**config.mk**
```make
export PLATFORM = sky130hd
export DESIGN_NAME = otp_stream_xor
export DESIGN_NICKNAME = d
export VERILOG_FILES = /design/src/rtl/otp_stream_xor.sv
export SDC_FILE = /design/constraint.sdc
export NUM_CORES = 1
export LEC_CHECK = 0
export ABC_AREA = 1
export BUFFER_PORTS_ARGS = -buffer_cell sky130_fd_sc_hd__buf_4
export CAP_MARGIN = 30
export CORE_MARGIN = 8
export CORE_UTILIZATION = 40
export DETAILED_ROUTE_END_ITERATION = 8
export GPL_TIMING_DRIVEN = 1
export PLACE_DENSITY_LB_ADDON = 0.25
export SLEW_MARGIN = 20
export SYNTH_ARGS = -nofsm -noshare
export SYNTH_HDL_FRONTEND = slang
export SYNTH_SLANG_ARGS = --single-unit
export TNS_END_PERCENT = 1
```
**constraint.sdc**
```tcl
create_clock -name clk -period 2 [get_ports clk]
set_clock_uncertainty 0.1 [all_clocks]
set_input_delay 0.6 -clock clk [delete_from_list [all_inputs] [get_ports clk]]
set_output_delay 0.6 -clock clk [all_outputs]
set_load 0.005 [all_outputs]
```
**src/rtl/otp_stream_xor.sv**
```systemverilog
// Streaming XOR stage: loads a KEY_WORDS-deep pad after reset, then XORs a valid/ready stream with it.
// Define KEY_ZEROIZE_EN to clear the pad on reset and on entry to SPENT.
module otp_stream_xor #(
   parameter int  WIDTH     = 8,
   parameter int  KEY_WORDS = 4,
   parameter bit  ONE_TIME  = 1'b1,
   localparam int IDXW      = (KEY_WORDS > 1) ? $clog2(KEY_WORDS) : 1
) (
   input  logic             clk,
   input  logic             reset,
   input  logic             key_valid,
   input  logic [WIDTH-1:0] key_data,
   output logic             key_ready,
   input  logic             in_valid,
   input  logic [WIDTH-1:0] in_data,
   output logic             in_ready,
   output logic             out_valid,
   output logic [WIDTH-1:0] out_data,
   input  logic             out_ready,
   output logic             key_loaded,
   output logic             pad_spent,
   output logic [IDXW-1:0]  key_idx
);

   typedef enum logic [1:0] {
      S_LOAD  = 2'd0,
      S_RUN   = 2'd1,
      S_SPENT = 2'd2
   } state_t;

   localparam logic [IDXW-1:0] LAST_IDX = IDXW'(KEY_WORDS - 1);

   state_t           state_q, state_d;
   logic [IDXW-1:0]  wr_ptr_q, wr_ptr_d;
   logic [IDXW-1:0]  key_idx_q, key_idx_d;
   logic             out_valid_q, out_valid_d;
   logic [WIDTH-1:0] out_data_q, out_data_d;
   logic [WIDTH-1:0] key_mem_q [KEY_WORDS];

   logic key_beat;
   logic in_beat;

   assign key_ready = (state_q == S_LOAD);
   assign in_ready  = (state_q == S_RUN) && (!out_valid_q || out_ready);
   assign key_beat  = key_valid && key_ready;
   assign in_beat   = in_valid && in_ready;

   // NOTE: every next-state signal takes its hold value first so no path leaves it unassigned (no latches).
   always_comb begin
      state_d     = state_q;
      wr_ptr_d    = wr_ptr_q;
      key_idx_d   = key_idx_q;
      out_valid_d = out_valid_q;
      out_data_d  = out_data_q;

      if (key_beat) begin
         wr_ptr_d = (wr_ptr_q == LAST_IDX) ? '0 : wr_ptr_q + 1'b1;
         if (wr_ptr_q == LAST_IDX) begin
            state_d = S_RUN;
         end
      end

      if (in_beat) begin
         out_data_d  = in_data ^ key_mem_q[key_idx_q];
         out_valid_d = 1'b1;
         key_idx_d   = (key_idx_q == LAST_IDX) ? '0 : key_idx_q + 1'b1;
         if (ONE_TIME && (key_idx_q == LAST_IDX)) begin
            state_d = S_SPENT;
         end
      end else if (out_ready) begin
         out_valid_d = 1'b0;
      end
   end

   // NOTE: sequential state uses non-blocking assignments so every register samples pre-edge values.
   always_ff @(posedge clk) begin
      if (!reset) begin
         state_q     <= S_LOAD;
         wr_ptr_q    <= '0;
         key_idx_q   <= '0;
         out_valid_q <= 1'b0;
         out_data_q  <= '0;
      end else begin
         state_q     <= state_d;
         wr_ptr_q    <= wr_ptr_d;
         key_idx_q   <= key_idx_d;
         out_valid_q <= out_valid_d;
         out_data_q  <= out_data_d;
      end
   end

`ifdef KEY_ZEROIZE_EN
   logic spend_now;
   assign spend_now = ONE_TIME && in_beat && (key_idx_q == LAST_IDX);

   always_ff @(posedge clk) begin
      if (!reset || spend_now) begin
         for (int i = 0; i < KEY_WORDS; i++) begin
            key_mem_q[i] <= '0;
         end
      end else if (key_beat) begin
         key_mem_q[wr_ptr_q] <= key_data;
      end
   end
`else
   // NOTE: the pad is deliberately left out of reset; it keeps its contents across reset and SPENT.
   always_ff @(posedge clk) begin
      if (key_beat) begin
         key_mem_q[wr_ptr_q] <= key_data;
      end
   end
`endif

   assign out_valid  = out_valid_q;
   assign out_data   = out_data_q;
   assign key_loaded = (state_q == S_RUN) || (state_q == S_SPENT);
   assign pad_spent  = (state_q == S_SPENT);
   assign key_idx    = key_idx_q;

endmodule

```
-- Word level (Yosys, flattened, before mapping)
Memory sizes are Yosys's and may differ from the RTL's. A register that Yosys moved wholly into a read port is not among the register bits.
Cells that the tools add are included.
- bitwise operators: 1
- eq/ne operators: 4
- muxes and demuxes: 12
- add/sub/neg operators: 2
- reductions and logical operators: 8
- operators by type and width (operator ; count):
    2-to-1 mux 2 bit ; 8
    XOR 8 bit ; 1
    == test 2 bit (second input constant) ; 3
    adder 2 x 1 -> 2 bit (second input constant) ; 2
    2-to-1 mux 1 bit ; 4
    logical AND 1 bit ; 3
    == test 2 x 1 -> 1 bit (second input constant) ; 1
    logical NOT 2 bit ; 1
    logical OR 1 bit ; 2
    nonzero test 2 bit ; 1
    logical NOT 1 bit ; 1
- bits of input ports: 21
- memories kept: 1
- register bits after elaboration: 15
- memory bits (writable): 32
- word-level logic and storage cells: 33
- memories (memory ; depth ; bits a word ; read ports ; clocked after Yosys merged registers in ; write ports ; RTL line ; text):
    key_mem_q ; 4 ; 8 ; 1 ; 1 ; 1 ; 38 ; logic [WIDTH-1:0] key_mem_q [KEY_WORDS];

-- Longest topological paths before layout
Gate-level depths: netlist of run 1.
- depth after elaboration: 6
- gate-level depth with buffers: 10

-- Least setup slack after synthesis of run 1
OpenSTA, ideal clock, no wires.
- path type: input -> register
- from: input key_valid
- to: memory key_mem_q[3][0], enable pin
- stages on the path: 2
- arrival: 1.149 ns
- setup slack: 0.378 ns
- cells stage by stage: nand2_1 -> nor2_1
- cells in the longest elaborated chain, start to end: 3
- RTL lines (element ; RTL line ; text):
    start, declared ; 11 ; input logic key_valid,
    logical AND 1 bit ; 45 ; assign key_beat = key_valid && key_ready;
    2-to-1 mux 1 bit ; 108 ; if (key_beat) begin
    2-to-1 mux 1 bit (not written as such) ; 109 ; key_mem_q[wr_ptr_q] <= key_data;
    end, declared ; 38 ;
No other way between the ends.

-- Worst setup path in the final report of run 1
- from: register state_q[1]
- to: output in_ready
- cells in the longest elaborated chain, start to end: 2
- RTL lines (element ; RTL line ; text):
    start, declared ; 33 ; state_t state_q, state_d;
    start signal, assigned ; 84 ; state_q <= state_d;
    == test 2 x 1 -> 1 bit ; 44 ; assign in_ready = (state_q == S_RUN) && (!out_valid_q || out_ready);
    logical AND 1 bit ; 44 ;
    end, declared ; 16 ; output logic in_ready,
No other way between the ends.

==> results of run 1 <==
==> power breakdown <==
part	internal (mW)	leakage (nW)	switching, mW
registers	1.12	0.432	0.0129
logic	0.0705	0.669	0.0867
clock network	0.248	0.0445	0.324
==> worst max-delay path, stage by stage (launching register included) <==
cell	delay, ns
dfxtp_2	0.34
inv_1	0.08
ha_1	0.14
inv_1	0.06
nor2_2	0.15
buf_4	0.13
==> registers in the layout, indices dropped and copies added (netlist names), named ones only <==
register	count
key_idx	2
state_q	2
wr_ptr_q	2
key_mem_q	32
out_valid	1
out_data	8
==> through the flow <==
| step | setup WS [ns] | instances | instance area [um2] | total power [mW] | util |
|---|---|---|---|---|---|
| 2_1_floorplan | 0.378 | 227 | 2150 | 1.24 | - |
| 3_3_place_gp | 0.188 | 334 | 2510 | 1.31 | 0.488 |
| 3_5_place_dp | 0.156 | 334 | 2510 | 1.31 | 0.488 |
| 4_1_cts | 0.0809 | 342 | 2600 | 1.89 | 0.506 |
| 5_1_grt | 0.00764 | 342 | 2600 | 1.95 | 0.507 |
| 6_report | 0.116 | 342 | 2600 | 1.86 | 0.507 |
==> timing repair <==
| action | in CTS | in global routing |
|---|---|---|
| gates resized for setup | 0 | 2 |
| endpoints found under the setup margin | 0 | 1 |
| endpoints found under the hold margin | 0 | 0 |
==> cells by family (layout without fill, tap and decap cells) <==
kind of cell               after synthesis  count (layout)  share of synthesized area
and+or+nand+nor                        105             105                      0.209
DFF                                     49              49                      0.606
buffers and inverters                   46              91                     0.0927
AOI/OAI and AO/OA                       19              19                     0.0455
adders and majority gates                8               8                     0.0466
==> Yosys cell counts <==
library cell,instances
a211oi_1,1
a21oi_1,16
buf_2,1
buf_4,2
buf_6,2
clkbuf_1,1
dfxtp_1,17
edfxtp_1,32
ha_1,8
inv_1,39
inv_4,1
nand2_1,62
nand2_2,3
nand3_1,32
nor2_1,7
nor3_2,1
o21ai_0,2
==> metal layers <==
| layer | share of wire | wire (um) |
|---|---|---|
| met2 | 0.50 | 2110 |
| met1 | 0.44 | 1840 |
| met5 | 0 | 0 |
| met4 | 0.017 | 70 |
| met3 | 0.041 | 172 |
==> layout by cell type (no fill, tap or decap), types with 5 or more instances in the layout <==
master / netlist / layout
dfxtp_1: 17 / 16
inv_1: 39 / 39
a21oi_1: 16 / 16
buf_4: 2 / 43
nand3_1: 32 / 32
nor2_1: 7 / 6
clkbuf_8: 0 / 5
nand2_1: 62 / 62
ha_1: 8 / 8
edfxtp_1: 32 / 32
==> area by class of cell <==
class / count / share of cell area
Clock buffer: 5 / 0.0264
Clock inverter: 3 / 0.00817
Inverter: 40 / 0.0586
Multi-Input combinational cell: 132 / 0.249
Sequential cell: 49 / 0.500
Tap cell: 70 / 0.0336
Timing Repair Buffer: 43 / 0.124
==> worst paths after layout <==
kind / startpoint / endpoint / cells past startpoint
setup / recovery: state_q[1]$_SDFF_PN0_ / in_ready / 5
hold / removal: state_q[1]$_SDFF_PN0_ / state_q[1]$_SDFF_PN0_ / 2
setup reg to reg: state_q[0]$_SDFF_PN0_ / state_q[1]$_SDFF_PN0_ / 8
hold reg to reg: state_q[1]$_SDFF_PN0_ / state_q[1]$_SDFF_PN0_ / 2
==> out/results.txt, run 1 <==
Status: completed
Sequential-to-total area share from yosys stat: 0.606
Core Rows: 26
Vias in the first global route: 1430
I/O pins: 36
CTS root buf: clkbuf_8
Post-synthesis average cell area: 9.45 um2
Max cap viols: 0
GRT busiest layer: met2
Die Width: 89.2 um
Post-route ant nets: 0
Layout cells sized above 1: 0.213
Leakage power: 1.15 nW
GRT overflow: 0
HPWL after detailed placement: 3.04 mm
Multi-input gate area: 648 um2
Grt met1 use: 0.132
Clock tree from TritonCTS: yes
Worst-path fanout max: 3
Initial antenna violation count: 0
Total clock buffers created by CTS: 5
Vias: 1504
Yosys Warn Count: 0
Synth unique cells: 17
Clock Sinks: 49
Leading area contributor after synthesis: edfxtp_1
Min-delay worst type: reg -> reg
Residual DRC: 0
H-tree depth: 2
Clk Latency, worst-skew pair: 0.30 ns
Final setup fails: 0
Slew headroom: 0.686
RSZ-0062 raised after global routing: no
Area grow syn2layout: 21.3%
Setup tns final: 0 ns
Synthesized cell area: 2150 um2
Wirelength per Cell: 12.2 um
Pre-antenna DRT Iters: 4
Core box area: 5140 um2
Starting Density: 0.417
Sequential cell area: 1300 um2
Worst EP arrival: 1.18 ns
Gr usage total: 0.114
Ranking of synthesized cells by area: edfxtp_1 (45%), dfxtp_1 (16%), nand2_1 (11%), nand3_1 (7.5%), inv_1 (6.8%)
Slew Limit Fails: 0
Setup Buffers After CTS: 0
Reg2Reg Setup Slack: 0.47 ns
IO buf count: 35
Largest net degree at the start of global routing: 17
Fill count: 505
Final cycle utilization of the critical path: 0.942
Die Area: 7960 um2
Post-synth top area share: 0.448
Nets@finish: 300
Achievable Freq: 0.531 GHz
Startpoint Class: flop
Final Hold Fails: 0
Placer Congestion: 0.744
Die height: 89.2 um
# diodes: 0
First-pass GRT wire length: 6.79 mm
Via/cell ratio: 4.40
Post-synth net total: 256
Clock tree buffer depth: 2
GR Util met2: 0.193
Slew at the pin with the worst max-slew slack: 0.470 ns
VDD IR-drop max: 0.337 mV
P per Cell Area: 714 nW/um2
Critical setup path kind: reg -> out
Initial DRC count: 86
Post-synthesis cell count: 227
Synth Register Bits: 49
# hold bufs at CTS: 0
WP data required: 1.30 ns
Critical Path Sink Type: output port
Clock slew at reported path FFs: 0.08 ns
GR Util met3: 0.0276
Period minus WS final: 1.88 ns
Hold Slack: 0.384 ns
Final wirelength: 4.19 mm
No activity file was read; power rests on OpenSTA's default activity.
==> inputs of run 2 (changes only) <==
--- a/config.mk
+++ b/config.mk
@@ -12,7 +12,7 @@
 export CORE_UTILIZATION = 40
 export DETAILED_ROUTE_END_ITERATION = 8
 export GPL_TIMING_DRIVEN = 1
-export PLACE_DENSITY_LB_ADDON = 0.25
+export PLACE_DENSITY = 0.65
 export SLEW_MARGIN = 20
 export SYNTH_ARGS = -nofsm -noshare
 export SYNTH_HDL_FRONTEND = slang
==> run 2 against run 1 <==
  * Flip-flop and latch count unchanged
  * Clock power up 18%
  * Via count grew 0.47%
  * Non-clock buffer count stayed put
  * Sequential power about the same
  * Critical path depth unchanged
  * Total power grew 5.7%
==> out/results.txt, run 2 (synthesis results as in run 1) <==
Status: completed
Clock Sinks: 49
Post-route ant nets: 0
Psw: 0.409 mW
Max cap viols: 0
GRT overflow: 0
Area grow syn2layout: 22.1%
Biggest register: key_mem_q
Clock tree from TritonCTS: yes
Resized Gates After CTS: 0
Leakage power: 1.15 nW
Most frequent cells in the layout: nand2_1 (62), buf_4 (43), inv_1 (39)
Residual DRC: 0
P per Cell Area: 750 nW/um2
# diodes: 0
Die Area: 7960 um2
Slew Limit Fails: 0
Largest net degree at the start of global routing: 17
Setup tns final: 0 ns
Gr usage total: 0.113
Worst-path fanout max: 3
IO buf count: 35
Worst EP arrival: 1.17 ns
Core box area: 5140 um2
Slew at the pin with the worst max-slew slack: 0.442 ns
Final cycle utilization of the critical path: 0.937
WP data required: 1.30 ns
Final Hold Fails: 0
Pint: 1.56 mW
Hold Slack: 0.384 ns
Clk Latency, worst-skew pair: 0.29 ns
First-pass GRT wire length: 6.69 mm
Min-delay worst type: reg -> reg
Clock share of power: 0.346
Clock tree buffer depth: 2
HPWL after detailed placement: 3.00 mm
Most common cell after layout, fill and taps aside: nand2_1
Achievable Freq: 0.534 GHz
Starting Density: 0.417
Startpoint Class: flop
Wirelength per Cell: 12.1 um
Vias: 1511
Die Width: 89.2 um
Nets@finish: 300
Sequential group share of total power: 0.575
CTS root buf: clkbuf_8
Vias in the first global route: 1408
Layout cells sized above 1: 0.206
Pwr Total: 1.97 mW
RSZ-0062 raised after global routing: no
# hold bufs at CTS: 0
VDD IR-drop max: 0.429 mV
Critical setup path kind: reg -> out
Critical Path Sink Type: output port
Combinational Power Share: 0.080
Die height: 89.2 um
Initial DRC count: 90
Core Rows: 26
Setup Buffers After CTS: 0
Clock slew at reported path FFs: 0.09 ns
Total clock buffers created by CTS: 5
Via/cell ratio: 4.42
Max reg flops: 32
Initial antenna violation count: 0
Final setup fails: 0
Final wirelength: 4.13 mm
Pre-antenna DRT Iters: 4
Placed Instance Area: 2510 um2
H-tree depth: 2
Reg2Reg Setup Slack: 0.49 ns
Period minus WS final: 1.87 ns
Switch share: 0.208
I/O pins: 36
Placer Congestion: 0.760
Fin area: 2620 um2
Slew headroom: 0.705
run 2: changes by cell type in the layout (fill, tap and decap cells not counted):
cell,change
bufinv_16,+1
clkinvlp_4,-1
clkinv_1,+1
clkbuf_1,+1
inv_6,-1
clkinv_2,-1
run 2: final cells by class:
type / instances / area [um2]
clock buffer: 6 / 72.6
sequential: 49 / 1300
timing repair buffer: 43 / 323
clock inverter: 2 / 33.8
multi-input combinational: 132 / 648
tap: 70 / 87.6
inverter: 40 / 153
fill: 497 / 2520
run 2: worst max-delay path, cell delays in order, from the launching register on:
cell and delay, ns:
dfxtp_2 0.34, inv_1 0.07, ha_1 0.13, inv_1 0.06, nor2_2 0.14, buf_4 0.13
run 2: path summary, 6_finish.rpt:
check | startpoint | endpoint | cells past startpoint
setup / recovery | state_q[1]$_SDFF_PN0_ | in_ready | 5
hold / removal | state_q[1]$_SDFF_PN0_ | state_q[1]$_SDFF_PN0_ | 2
setup reg to reg | state_q[0]$_SDFF_PN0_ | key_mem_q[3][1]$_DFFE_PP_ | 5
hold reg to reg | state_q[1]$_SDFF_PN0_ | state_q[1]$_SDFF_PN0_ | 2
run 2: through the flow:
| step | setup WS, ns | instances | util |
|---|---|---|---|
| 4_1_cts | 0.0843 | 342 | 0.509 |
| 3_5_place_dp | 0.171 | 334 | 0.488 |
| 3_3_place_gp | 0.188 | 334 | 0.488 |
| 2_1_floorplan | 0.378 | 227 | - |
| 5_1_grt | 0.0223 | 342 | 0.510 |
| 6_report | 0.126 | 342 | 0.510 |
run 2: routing by layer:
layer,part of all wire,wire length (um),global-route usage,vias to the layer above
met4,0.014,58,0.0544,0
met3,0.038,155,0.0202,4
met1,0.44,1800,0.135,661
met5,0,0,0,-
met2,0.51,2110,0.191,31
li1,-,-,-,815
run 2: power groups by stage:
| stage | Clock, mW | Sequential (mW) | Combinational, mW |
|---|---|---|---|
| 6_report | 0.679 | 1.13 | 0.157 |
| 4_1_cts | 0.695 | 1.13 | 0.160 |
| 5_1_grt | 0.749 | 1.13 | 0.180 |
| 2_1_floorplan | 0 | 1.15 | 0.0843 |
| 3_3_place_gp | 0 | 1.15 | 0.155 |
| 3_5_place_dp | 0 | 1.15 | 0.159 |
==> inputs of run 3 (changes only) <==
--- a/config.mk
+++ b/config.mk
@@ -5,7 +5,6 @@
 export SDC_FILE = /design/constraint.sdc
 export NUM_CORES = 1
 export LEC_CHECK = 0
-export ABC_AREA = 1
 export BUFFER_PORTS_ARGS = -buffer_cell sky130_fd_sc_hd__buf_4
 export CAP_MARGIN = 30
 export CORE_MARGIN = 8
==> run 3 against run 2 <==
  * Wire length fell by 6.2%
  * Non-clock buffer count decreased by 4
  * Highest routed layer unchanged
  * Cell count down 30%
  * Count of clock-buffer cells in the layout did not move
  * Critical endpoint unchanged
  * Total power decreased by 8.8%
  * Die area down 5.9%
  * First-iteration DRC count increased by 48%
  * Sequential share of layout area grew 4.2 points
  * Critical path depth unchanged
  * Setup slack got worse by 0.0032 ns
==> out/results.txt, run 3 <==
Wirelength per Cell: 16.2 um
Most common cell after layout, fill and taps aside: buf_4
Dpl ws: 0.197 ns
Leading area contributor after synthesis: edfxtp_1
Initial DRC count: 133
Clock tree from TritonCTS: yes
Slew headroom: 0.562
EDFF count, synth: 32
IO buf count: 35
Status: completed
Largest net degree at the start of global routing: 16
Setup tns final: 0 ns
Critical setup path kind: reg -> out
Slew Limit Fails: 0
Top-count cell post-synth: edfxtp_1
Startpoint Class: flop
Achievable Freq: 0.533 GHz
CTS root buf: clkbuf_8
Core Rows: 25
Initial antenna violation count: 0
Hold Slack: 0.397 ns
Min-delay worst type: reg -> reg
R2r startpoint: state_q[0]$_SDFF_PN0_
Clk Latency, worst-skew pair: 0.29 ns
Slew at the pin with the worst max-slew slack: 0.653 ns
Residual DRC: 0
Vias in the first global route: 1213
Final cycle utilization of the critical path: 0.939
Final setup fails: 0
Synthesized cell area: 1990 um2
I/O pins: 36
Max reg flops: 32
GRT overflow: 0
Die height: 86.6 um
Leakage power: 0.872 nW
Area grow syn2layout: 21.2%
Pre-antenna DRT Iters: 4
H-tree depth: 2
Core Util, Final: 0.508
Grt met1 use: 0.133
Fin area: 2410 um2
Clock Sinks: 49
Synth Register Bits: 49
Worst Slack Setup Final: 0.123 ns
Post-synth top area share: 0.482
Yosys Warn Count: 0
Nets@finish: 201
HPWL after detailed placement: 2.88 mm
Ranking of synthesized cells by area: edfxtp_1 (48%), dfxtp_1 (17%), mux4_2 (9.0%), ha_1 (5.0%), xnor2_1 (3.5%)
Clock tree buffer depth: 2
Critical Path Sink Type: output port
Via/cell ratio: 5.14
Reg2Reg Setup Slack: 0.36 ns
Worst-path fanout max: 4
GRT busiest layer: met2
Placed Instance Area: 2340 um2
# diodes: 0
Placer Congestion: 0.857
Dominant synthesized flop cell: edfxtp_1
Synth unique cells: 24
# hold bufs at CTS: 0
Most frequent cells in the layout: buf_4 (39), edfxtp_1 (32), dfxtp_1 (17)
Setup Buffers After CTS: 0
WP data required: 1.30 ns
Final wirelength: 3.87 mm
Final Hold Fails: 0
GR Util met3: 0.0473
First-pass GRT wire length: 6.18 mm
Clock slew at reported path FFs: 0.09 ns
Worst Setup SP: state_q[1]$_SDFF_PN0_
Post-synthesis average cell area: 15.1 um2
Die Width: 86.6 um
GR Util met2: 0.172
Post-synth top cells: edfxtp_1 (32), dfxtp_1 (17)
Max cap viols: 0
Starting Density: 0.419
P per Cell Area: 743 nW/um2
Total clock buffers created by CTS: 5
RSZ-0062 raised after global routing: no
VDD IR-drop max: 0.480 mV
Vias: 1228
Post-synthesis cell count: 132
Period minus WS final: 1.88 ns
Post-synth net total: 161
Gr usage total: 0.110
Sequential-to-total area share from yosys stat: 0.653
Die Area: 7490 um2
HP Start: state_q[1]$_SDFF_PN0_
Post-route ant nets: 0
Layout cells sized above 1: 0.314
Worst EP arrival: 1.18 ns
Async SR Flop Fraction: 0
Biggest register: key_mem_q
Core box area: 4750 um2
[run 3: cell types whose count changed in the layout (fill, tap and decap cells not counted), sizes merged, moves of 3 or more]
cell and change:
nand2 -63, nor2 -3, mux4 +8, and3 +4
a21oi -9, inv -33, buf -4, a31oi +8
a211oi +7, xnor2 +8, nand3 -31, nand4 +3
[run 3: where the power goes]
| part | total [mW] | leakage (nW) | switching [mW] | internal (mW) |
|---|---|---|---|---|
| clock network | 0.527 | 0.0387 | 0.291 | 0.236 |
| registers | 1.12 | 0.431 | 0.0119 | 1.11 |
| logic | 0.140 | 0.402 | 0.0704 | 0.0700 |
[run 3: worst max-delay path, cell delays in order (launching register included)]
cell     delay [ns]
dfxtp_1        0.35
inv_1          0.06
ha_1           0.20
inv_2          0.09
nor2_1         0.05
buf_4          0.13
[run 3: timing repair]
| item | in CTS | in global routing |
|---|---|---|
| setup endpoints to repair | 0 | 1 |
| resized for setup | 0 | 1 |
| endpoints found under the hold margin | 0 | 0 |
[run 3: per-stage QoR]
stage / total power, mW / instances
after detailed placement: 1.29 / 232
final: 1.79 / 239
after global placement: 1.28 / 232
after floorplan: 1.22 / 132
after CTS: 1.81 / 239
after global routing: 1.87 / 239
[run 3: cells by family after synthesis]
kind of cell,synth area share
AOI/OAI and AO/OA,0.0867
xor gates and xnor gates,0.0352
adders and majority gates,0.0503
buffers and inverters,0.0289
DFF,0.653
muxes,0.0955
and+or+nand+nor,0.0502
[run 3: final timing paths]
| check | end | cells after the start |
|---|---|---|
| worst max-delay path | in_ready | 5 |
| worst min-delay path | state_q[1]$_SDFF_PN0_ | 2 |
| worst min register to register | state_q[1]$_SDFF_PN0_ | 2 |
| worst max register to register | key_mem_q[0][6]$_DFFE_PP_ | 3 |
[run 3: per-layer routing]
metal	part of all wire	vias up
met5	0	-
met4	0.0070	0
met1	0.45	594
met3	0.078	4
met2	0.47	45
li1	-	585
[run 3: area by class of cell]
type                            instances  area [um2]
Timing Repair Buffer                   39         293
Fill cell                             413        2340
Clock buffer                            6        72.6
Sequential cell                        49        1300
Multi-Input combinational cell         70         633
Inverter                                7        26.3
Tap cell                               67        83.8
Clock inverter                          1        3.75
